**src/rtl/accel_pkg.sv**
```systemverilog
// Shared definitions for the systolic-array job controller: state encoding,
// registered output bundle and the array-size-derived phase lengths.
package accel_pkg;

  // Default systolic array dimension N (legal range 2..64).
  localparam int unsigned ARRAYWIDTH_DEFAULT = 8;

  // Phase lengths for the default array size.
  localparam int unsigned COMPUTE_LEN = 3 * ARRAYWIDTH_DEFAULT - 1;
  localparam int unsigned FEED_LEN    = 2 * ARRAYWIDTH_DEFAULT - 1;
  localparam int unsigned JOB_LEN     = 7 * ARRAYWIDTH_DEFAULT;

  // Controller states.
  typedef enum logic [2:0] {
    S_IDLE,
    S_LOAD_W,
    S_LOAD_X,
    S_PRELOAD,
    S_COMPUTE,
    S_DRAIN,
    S_DONE
  } accel_state_t;

  // Registered control outputs, grouped so they can be cleared in one step.
  typedef struct packed {
    logic input_buffer_load_en;
    logic input_buffer_out_en;
    logic weight_buffer_load_en;
    logic weight_buffer_out_en;
    logic write_weight_en;
    logic output_buffer_load_en;
    logic output_buffer_out_en;
    logic relu_en;
    logic softmax_en;
    logic w_req;
    logic x_req;
    logic busy;
    logic done;
  } accel_out_t;

  // COMPUTE phase length for an array of dimension n.
  function automatic int unsigned compute_len(input int unsigned n);
    return 3 * n - 1;
  endfunction

  // Number of COMPUTE cycles during which activations are fed in.
  function automatic int unsigned feed_len(input int unsigned n);
    return 2 * n - 1;
  endfunction

  // Cycles from start acceptance to the done pulse.
  function automatic int unsigned job_len(input int unsigned n);
    return 7 * n;
  endfunction

  // Width of the shared phase counter: holds 0..3n-1.
  function automatic int unsigned cnt_width(input int unsigned n);
    return $clog2(3 * n);
  endfunction

endpackage

```
**src/rtl/accel_ctrl.sv**
```systemverilog
// Job controller for an NxN systolic array: sequences weight load, activation
// load, weight preload, compute and drain phases, then pulses done.
module accel_ctrl
  import accel_pkg::*;
#(
  parameter int unsigned ARRAYWIDTH = ARRAYWIDTH_DEFAULT
) (
  input  logic clk,
  input  logic rst,
  input  logic start,
  input  logic abort,
  input  logic relu_mode,
  input  logic softmax_mode,
  output logic input_buffer_load_en,
  output logic input_buffer_out_en,
  output logic weight_buffer_load_en,
  output logic weight_buffer_out_en,
  output logic write_weight_en,
  output logic output_buffer_load_en,
  output logic output_buffer_out_en,
  output logic relu_en,
  output logic softmax_en,
  output logic w_req,
  output logic x_req,
  output logic busy,
  output logic done
);

  localparam int unsigned CW = cnt_width(ARRAYWIDTH);

  localparam logic [CW-1:0] PHASE_LAST   = CW'(ARRAYWIDTH - 1);
  localparam logic [CW-1:0] COMPUTE_LAST = CW'(compute_len(ARRAYWIDTH) - 1);
  localparam logic [CW-1:0] FEED_END     = CW'(feed_len(ARRAYWIDTH));
  localparam logic [CW-1:0] COLLECT_BEG  = CW'(ARRAYWIDTH);

  accel_state_t r_state;
  accel_state_t w_state_nxt;
  logic [CW-1:0] r_cnt;
  logic [CW-1:0] w_cnt_nxt;
  logic          r_relu;
  logic          r_softmax;
  logic          w_relu_nxt;
  logic          w_softmax_nxt;
  accel_out_t    r_out;
  accel_out_t    w_out_nxt;

  // Next-state and counter logic; abort from any busy state wins over everything.
  always_comb begin
    w_state_nxt   = r_state;
    w_cnt_nxt     = r_cnt + CW'(1);
    w_relu_nxt    = r_relu;
    w_softmax_nxt = r_softmax;
    unique case (r_state)
      S_IDLE: begin
        w_cnt_nxt = '0;
        if (start && !abort) begin
          w_state_nxt   = S_LOAD_W;
          w_relu_nxt    = relu_mode;
          w_softmax_nxt = softmax_mode;
        end
      end
      S_LOAD_W: begin
        if (r_cnt == PHASE_LAST) begin
          w_state_nxt = S_LOAD_X;
          w_cnt_nxt   = '0;
        end
      end
      S_LOAD_X: begin
        if (r_cnt == PHASE_LAST) begin
          w_state_nxt = S_PRELOAD;
          w_cnt_nxt   = '0;
        end
      end
      S_PRELOAD: begin
        if (r_cnt == PHASE_LAST) begin
          w_state_nxt = S_COMPUTE;
          w_cnt_nxt   = '0;
        end
      end
      S_COMPUTE: begin
        if (r_cnt == COMPUTE_LAST) begin
          w_state_nxt = S_DRAIN;
          w_cnt_nxt   = '0;
        end
      end
      S_DRAIN: begin
        if (r_cnt == PHASE_LAST) begin
          w_state_nxt = S_DONE;
          w_cnt_nxt   = '0;
        end
      end
      S_DONE: begin
        w_state_nxt = S_IDLE;
        w_cnt_nxt   = '0;
      end
      default: begin
        w_state_nxt = S_IDLE;
        w_cnt_nxt   = '0;
      end
    endcase
    if (abort && (r_state != S_IDLE)) begin
      w_state_nxt = S_IDLE;
      w_cnt_nxt   = '0;
    end
  end

  // Output decode from the upcoming state so the registered outputs line up with it.
  always_comb begin
    w_out_nxt = '0;
    unique case (w_state_nxt)
      S_IDLE: begin
        w_out_nxt = '0;
      end
      S_LOAD_W: begin
        w_out_nxt.weight_buffer_load_en = 1'b1;
        w_out_nxt.w_req                 = 1'b1;
      end
      S_LOAD_X: begin
        w_out_nxt.input_buffer_load_en = 1'b1;
        w_out_nxt.x_req                = 1'b1;
      end
      S_PRELOAD: begin
        w_out_nxt.weight_buffer_out_en = 1'b1;
        w_out_nxt.write_weight_en      = 1'b1;
      end
      S_COMPUTE: begin
        w_out_nxt.input_buffer_out_en   = (w_cnt_nxt < FEED_END);
        w_out_nxt.output_buffer_load_en = (w_cnt_nxt >= COLLECT_BEG);
      end
      S_DRAIN: begin
        w_out_nxt.output_buffer_out_en = 1'b1;
        w_out_nxt.softmax_en           = w_softmax_nxt;
        w_out_nxt.relu_en              = w_relu_nxt && !w_softmax_nxt;
      end
      S_DONE: begin
        w_out_nxt.done = 1'b1;
      end
      default: begin
        w_out_nxt = '0;
      end
    endcase
    w_out_nxt.busy = (w_state_nxt != S_IDLE);
  end

  // State, counter, latched modes and output register bank.
  always_ff @(posedge clk or negedge rst) begin
    if (!rst) begin
      r_state   <= S_IDLE;
      r_cnt     <= '0;
      r_relu    <= 1'b0;
      r_softmax <= 1'b0;
      r_out     <= '0;
    end else begin
      r_state   <= w_state_nxt;
      r_cnt     <= w_cnt_nxt;
      r_relu    <= w_relu_nxt;
      r_softmax <= w_softmax_nxt;
      r_out     <= w_out_nxt;
    end
  end

  assign input_buffer_load_en  = r_out.input_buffer_load_en;
  assign input_buffer_out_en   = r_out.input_buffer_out_en;
  assign weight_buffer_load_en = r_out.weight_buffer_load_en;
  assign weight_buffer_out_en  = r_out.weight_buffer_out_en;
  assign write_weight_en       = r_out.write_weight_en;
  assign output_buffer_load_en = r_out.output_buffer_load_en;
  assign output_buffer_out_en  = r_out.output_buffer_out_en;
  assign relu_en               = r_out.relu_en;
  assign softmax_en            = r_out.softmax_en;
  assign w_req                 = r_out.w_req;
  assign x_req                 = r_out.x_req;
  assign busy                  = r_out.busy;
  assign done                  = r_out.done;

endmodule

```
**config.mk**
```make
export PLATFORM = sky130hd
export DESIGN_NAME = accel_ctrl
export DESIGN_NICKNAME = d
export VERILOG_FILES = /design/src/rtl/accel_pkg.sv /design/src/rtl/accel_ctrl.sv
export SDC_FILE = /design/constraint.sdc
export NUM_CORES = 1
export LEC_CHECK = 0
export BUFFER_PORTS_ARGS = -buffer_cell sky130_fd_sc_hd__buf_2
export CAP_MARGIN = 20
export CORE_MARGIN = 1
export CORE_UTILIZATION = 45
export DETAILED_ROUTE_END_ITERATION = 6
export GPL_TIMING_DRIVEN = 0
export PLACE_DENSITY = 0.67
export SLEW_MARGIN = 40
export SYNTH_ARGS = -nofsm -noshare
export SYNTH_HDL_FRONTEND = slang
export SYNTH_SLANG_ARGS = --single-unit
```
**constraint.sdc**
```tcl
create_clock -name clk -period 2.4 [get_ports clk]
set_input_delay 0.24 -clock clk [delete_from_list [all_inputs] [get_ports clk]]
set_output_delay 0.24 -clock clk [all_outputs]
set_load 0.005 [all_outputs]
```
==> results of run 1 <==
worst min-delay path by stage:
stage                       from                   end  cells after the start  slack (ps)
floorplan                    rst                  busy                      0         -60
global placement             rst                 x_req                      1         200
detailed placement           rst  weight_buffer_out_en                      1         210
CTS                 softmax_mode             r_softmax                      2         190
global route           relu_mode                r_relu                      2         170
finish              softmax_mode             r_softmax                      2         190
flip-flops by register name, summed over array words and instances (netlist names):
register / count
busy: 1
output_buffer_out_en: 1
input_buffer_out_en: 1
weight_buffer_out_en: 1
r_cnt: 5
r_relu: 1
softmax_en: 1
r_softmax: 1
relu_en: 1
done: 1
x_req: 1
r_state: 3
w_req: 1
output_buffer_load_en: 1
cell families (layout without fill, tap and decap cells):
logic type / Yosys count / after routing / share of synthesized area
XOR/XNOR: 4 / 4 / 0.0344
AO/OA/AOI/OAI: 16 / 16 / 0.121
flip-flops: 20 / 20 / 0.492
multiplexers: 3 / 3 / 0.0332
AND/OR/NAND/NOR: 35 / 35 / 0.219
buffers and inverters: 13 / 35 / 0.0763
adder cells (fa/ha/maj): 2 / 2 / 0.0246
where the power goes:
group / internal [uW] / switching, uW
clock: 169 / 101
sequential: 387 / 19.6
combinational: 119 / 144
cell usage after synthesis, types with 2 or more instances:
| cell type | instances |
|---|---|
| a21o_1 | 2 |
| a21oi_1 | 4 |
| buf_2 | 3 |
| buf_4 | 4 |
| clkbuf_2 | 2 |
| dfrtp_1 | 20 |
| ha_1 | 2 |
| inv_1 | 2 |
| mux2_2 | 3 |
| nand3_1 | 4 |
| nand4b_1 | 2 |
| nor2_1 | 7 |
| nor2b_1 | 2 |
| nor3_1 | 3 |
| nor4_1 | 3 |
| o21ai_0 | 3 |
| o22ai_1 | 2 |
| or3_1 | 2 |
| xor2_1 | 3 |
worst register-to-register path: stages, from the launching register on:
cell	delay, ps
dfrtp_1	430
ha_1	210
buf_4	160
and4bb_4	230
and3_2	230
o41ai_4	390
inv_2	130
or3_1	360
routing by layer:
| metal | GRT usage | wire length, um | up-vias |
|---|---|---|---|
| li1 | - | - | 371 |
| met4 | 0.0714 | 30 | 0 |
| met3 | 0.0278 | 45 | 5 |
| met2 | 0.268 | 806 | 12 |
| met5 | 0 | 0 | - |
| met1 | 0.190 | 838 | 339 |
area by class of cell:
class	count	area [um2]
plain buffers	10	66.3
clock buffers	3	22.5
clock inverters	1	30.0
fillers	192	843
inverters	3	11.3
multi-input cells	60	439
flip-flops and latches	20	500
well taps	27	33.8
repair buffers	18	95.1
metrics by stage:
step                 util  std cells  cell area, um2  hold WS (ps)  setup slack, ps
floorplan               -         93            1020         -55.6              355
global placement    0.556        137            1140           203              164
detailed placement  0.556        137            1140           211              158
CTS                 0.587        142            1200           185              140
global route        0.587        142            1200           170             23.4
finish              0.587        142            1200           193              153
==> impl_metrics.ini, run 1 <==
[status]
status = completed

[final_layout]
syn_to_final_growth_pct = 17.8
fin_nets = 124
final_cell_mix = buf_2 (20), dfrtp_1 (20), nor2_1 (7)
n_antenna_cell = 0
drive_above_1_share = 0.357

[clock_network]
insertion_delay_ps = 300
numClockSinks = 20
cts_hold_buffers = 1
clockBufferDepth = 2
h-tree-depth = 1
cts_inserted_buffers = 3
root_buffer = clkbuf_4
cts_tree = done
clkTransAtPathRegs_ps = 110
postCtsSetupRepairBufs = 0
ctsResizeCount = 0

[sta]
period_needed_ps = 2250
tightest_slew_ps = 463
grt_setup_unrepaired = false
slew_violations = 0
tns_ps = 0
clock_skew_ps = 8.42
period_share = 0.936
setup_viol = 0
relSlewSlack = 0.691
fmax_mhz = 445
hold_viol = 0

[critical_path]
worst-setup-path-type = reg2reg
r2r_cells = 7
cp_data_arrival_time_ps = 2430
crit_slowest_cell = dfrtp_1
cp.required_ps = 2580
cp-start-kind = register
slowest_delay_ps = 430
cp_num_buf_inv = 2
crit_start = r_cnt[0]
cp.depth = 7
r2r_slack_ps = 150
endpoint = busy
cp_cell_sequence = ha_1 > buf_4 > and4bb_4 > and3_2 > o41ai_4 > inv_2 > or3_1
cp-end-kind = register
reg2reg_from = r_cnt[0]
critPathMaxFanout = 9
crit_family = simple AND/OR/NAND/NOR gates
reg2reg_to = busy

[drt]
ant_nets = 0
drt_iter0_markers = 7
first_pass_iters = 3
avgViaCountPerCell = 5.12
via_count = 727
drcViolationCount = 0
wl_um = 1720
drt-wirelength-per-cell_um = 12.1

[power]
p_leak_uw = 0.000571
ir_drop_uv = 498
power.density_nw_per_um2 = 783
power.total_uw = 939

[place]
io_buffers = 17
hpwl_um = 1230
gp_congestion = 0.828

[job]
drv_cap = 0

[floorplanning]
rows = 16
ios = 19
die_area_um2 = 2450
dieWidth_um = 49.5
die_y_um = 49.5
coreArea_um2 = 2040
start_util = 0.498

[global_route]
grt_pass1_vias = 662
overflow = 0
antenna_found_initial = 0
grt_max_degree = 21
track_usage = 0.157
grt_pass1_wl_um = 2890

[worst_hold_path]
worstHoldPathType = in2reg

[synthesis]
yosysTopAreaCell = dfrtp_1
synth.top_cells.by_area = dfrtp_1 (49%), mux2_2 (3.3%), buf_4 (3.0%), o41ai_4 (2.7%), nor2_1 (2.6%)
yosysTopAreaCellShare = 0.492
synth_nets = 101
yosysSeqAreaShare = 0.492
synth_area_um2 = 1020
synthCells = 93
synth_ff_type = dfrtp_1
synth_seq_cells = 20
ys_warn_count = 0
synth-async-reset-ratio = 1.00
syn_area_per_cell_um2 = 10.9
synth_edf_count = 0
synth_cell_types = 39
No activity file was read; power rests on OpenSTA's default activity.
==> run 2, diff against run 1 <==
--- a/config.mk
+++ b/config.mk
@@ -5,13 +5,16 @@
 export SDC_FILE = /design/constraint.sdc
 export NUM_CORES = 1
 export LEC_CHECK = 0
+export ABC_CLOCK_PERIOD_IN_PS = 2400
 export BUFFER_PORTS_ARGS = -buffer_cell sky130_fd_sc_hd__buf_2
 export CAP_MARGIN = 20
+export CELL_PAD_IN_SITES_DETAIL_PLACEMENT = 1
+export CELL_PAD_IN_SITES_GLOBAL_PLACEMENT = 1
 export CORE_MARGIN = 1
-export CORE_UTILIZATION = 45
+export CORE_UTILIZATION = 41
 export DETAILED_ROUTE_END_ITERATION = 6
 export GPL_TIMING_DRIVEN = 0
-export PLACE_DENSITY = 0.67
+export PLACE_DENSITY = 0.82
 export SLEW_MARGIN = 40
 export SYNTH_ARGS = -nofsm -noshare
 export SYNTH_HDL_FRONTEND = slang
==> run 2 against run 1 <==
Net effect: critical path type unchanged; die area rose by 9.4%; first-iteration DRC count is 43% lower; power shrank 12%.
==> impl_metrics.ini, run 2 (synthesis gave the netlist of run 1 again) <==
[floorplanning]
dieWidth_um = 51.8
start_util = 0.447
coreArea_um2 = 2280
die_y_um = 51.8
die_area_um2 = 2680
rows = 17
ios = 19

[place]
placed_area_um2 = 1140
dp_slack_ps = 119
hpwl_um = 1530
gp_congestion = 0.885
io_buffers = 17

[global_route]
grt_pass1_wl_um = 3360
track_usage = 0.175
antenna_found_initial = 0
overflow = 0
grt_pass1_vias = 731
grt_max_degree = 21

[sta]
period_needed_ps = 2270
slew_violations = 0
timing.hold.ws_ps = 203
period_share = 0.946
tightest_slew_ps = 468
fmax_mhz = 441
grt_setup_unrepaired = false
hold_viol = 0
setup_viol = 0
tns_ps = 0
relSlewSlack = 0.687
worst_slack_ps = 130
clock_skew_ps = 0.440

[clock_network]
numClockSinks = 20
cts_hold_buffers = 1
ctsResizeCount = 0
insertion_delay_ps = 290
cts_tree = done
postCtsSetupRepairBufs = 0
clockBufferDepth = 2
cts_inserted_buffers = 3
h-tree-depth = 1
root_buffer = clkbuf_4
clkTransAtPathRegs_ps = 100

[final_layout]
nFillCells = 267
fin_area_um2 = 1170
final_cell_mix = buf_2 (20), dfrtp_1 (20), nor2_1 (7)
regMostFlops = r_cnt
reg_top3 = r_cnt: 5 flops, r_state: 3 flops
drive_above_1_share = 0.351
largest_reg_flops = 5
n_antenna_cell = 0
fin_nets = 124
syn_to_final_growth_pct = 15.0

[drt]
drt-wirelength-per-cell_um = 14.3
via_count = 766
first_pass_iters = 4
wl_um = 2030
avgViaCountPerCell = 5.39
drt_iter0_markers = 4
drcViolationCount = 0
ant_nets = 0

[critical_path]
critPathMaxFanout = 9
cp_num_buf_inv = 2
crit_slowest_cell = dfrtp_1
cp_data_arrival_time_ps = 2450
cp-start-kind = register
cp.required_ps = 2580
slowest_delay_ps = 430
crit_family = simple AND/OR/NAND/NOR gates
worst-setup-path-type = reg2reg
cp-end-kind = register
cp_cell_sequence = ha_1 > buf_4 > and4bb_4 > and3_2 > o41ai_4 > inv_2 > or3_1

[power]
p_sw_frac = 0.319
pwr-share-seq = 0.491
power.total_uw = 829
power_frac_comb = 0.324
ir_drop_uv = 358
switchingPower_uw = 264
power.density_nw_per_um2 = 709
p_leak_uw = 0.000557
clock_power_share = 0.185
intPower_uw = 565

[worst_hold_path]
worstHoldPathType = in2reg

[status]
status = completed

[job]
drv_cap = 0
[run 2: cell count changes in the layout (fill, tap and decap cells not counted)]
| cell | delta |
|---|---|
| bufinv_16 | -1 |
[run 2: worst register-to-register path: stages (launching register included)]
cell	delay, ps
dfrtp_1	430
ha_1	210
buf_4	160
and4bb_4	230
and3_2	230
o41ai_4	400
inv_2	120
or3_1	380
[run 2: metal layers]
layer	track usage	share of wire
met3	0.0263	0.020
met4	0.0946	0.023
met2	0.303	0.52
met5	0	0
met1	0.207	0.44
[run 2: final cells by class]
class,instances,area [um2],area share
sequential,20,500,0.428
multi-input combinational,60,439,0.375
timing repair buffer,18,95.1,0.0813
buffer,10,66.3,0.0567
tap,28,35.0,0.0299
clock buffer,3,22.5,0.0193
inverter,3,11.3,0.00963
[run 2: power by group through the flow]
stage               registers (uW)  clock network (uW)  logic [uW]
floorplan                      414                   0         187
global placement               412                   0         258
detailed placement             416                   0         271
CTS                            409                 161         273
global route                   414                 172         292
finish                         408                 153         268
[run 2: final timing paths]
check / startpoint / endpoint / slack [ps] / depth (start not counted)
max: r_cnt[0] / busy / 130 / 7
min: relu_mode / r_relu / 200 / 2
max reg2reg: r_cnt[0] / busy / 130 / 7
min reg2reg: r_cnt[0] / r_cnt[0] / 510 / 1
max in group asynchronous: rst / r_cnt[2] / 1690 / 2
min in group asynchronous: rst / x_req / 410 / 2
[run 2: metrics by stage]
step / util / std cells
floorplan: - / 93
global placement: 0.500 / 138
detailed placement: 0.500 / 138
CTS: 0.514 / 142
global route: 0.514 / 142
finish: 0.514 / 142
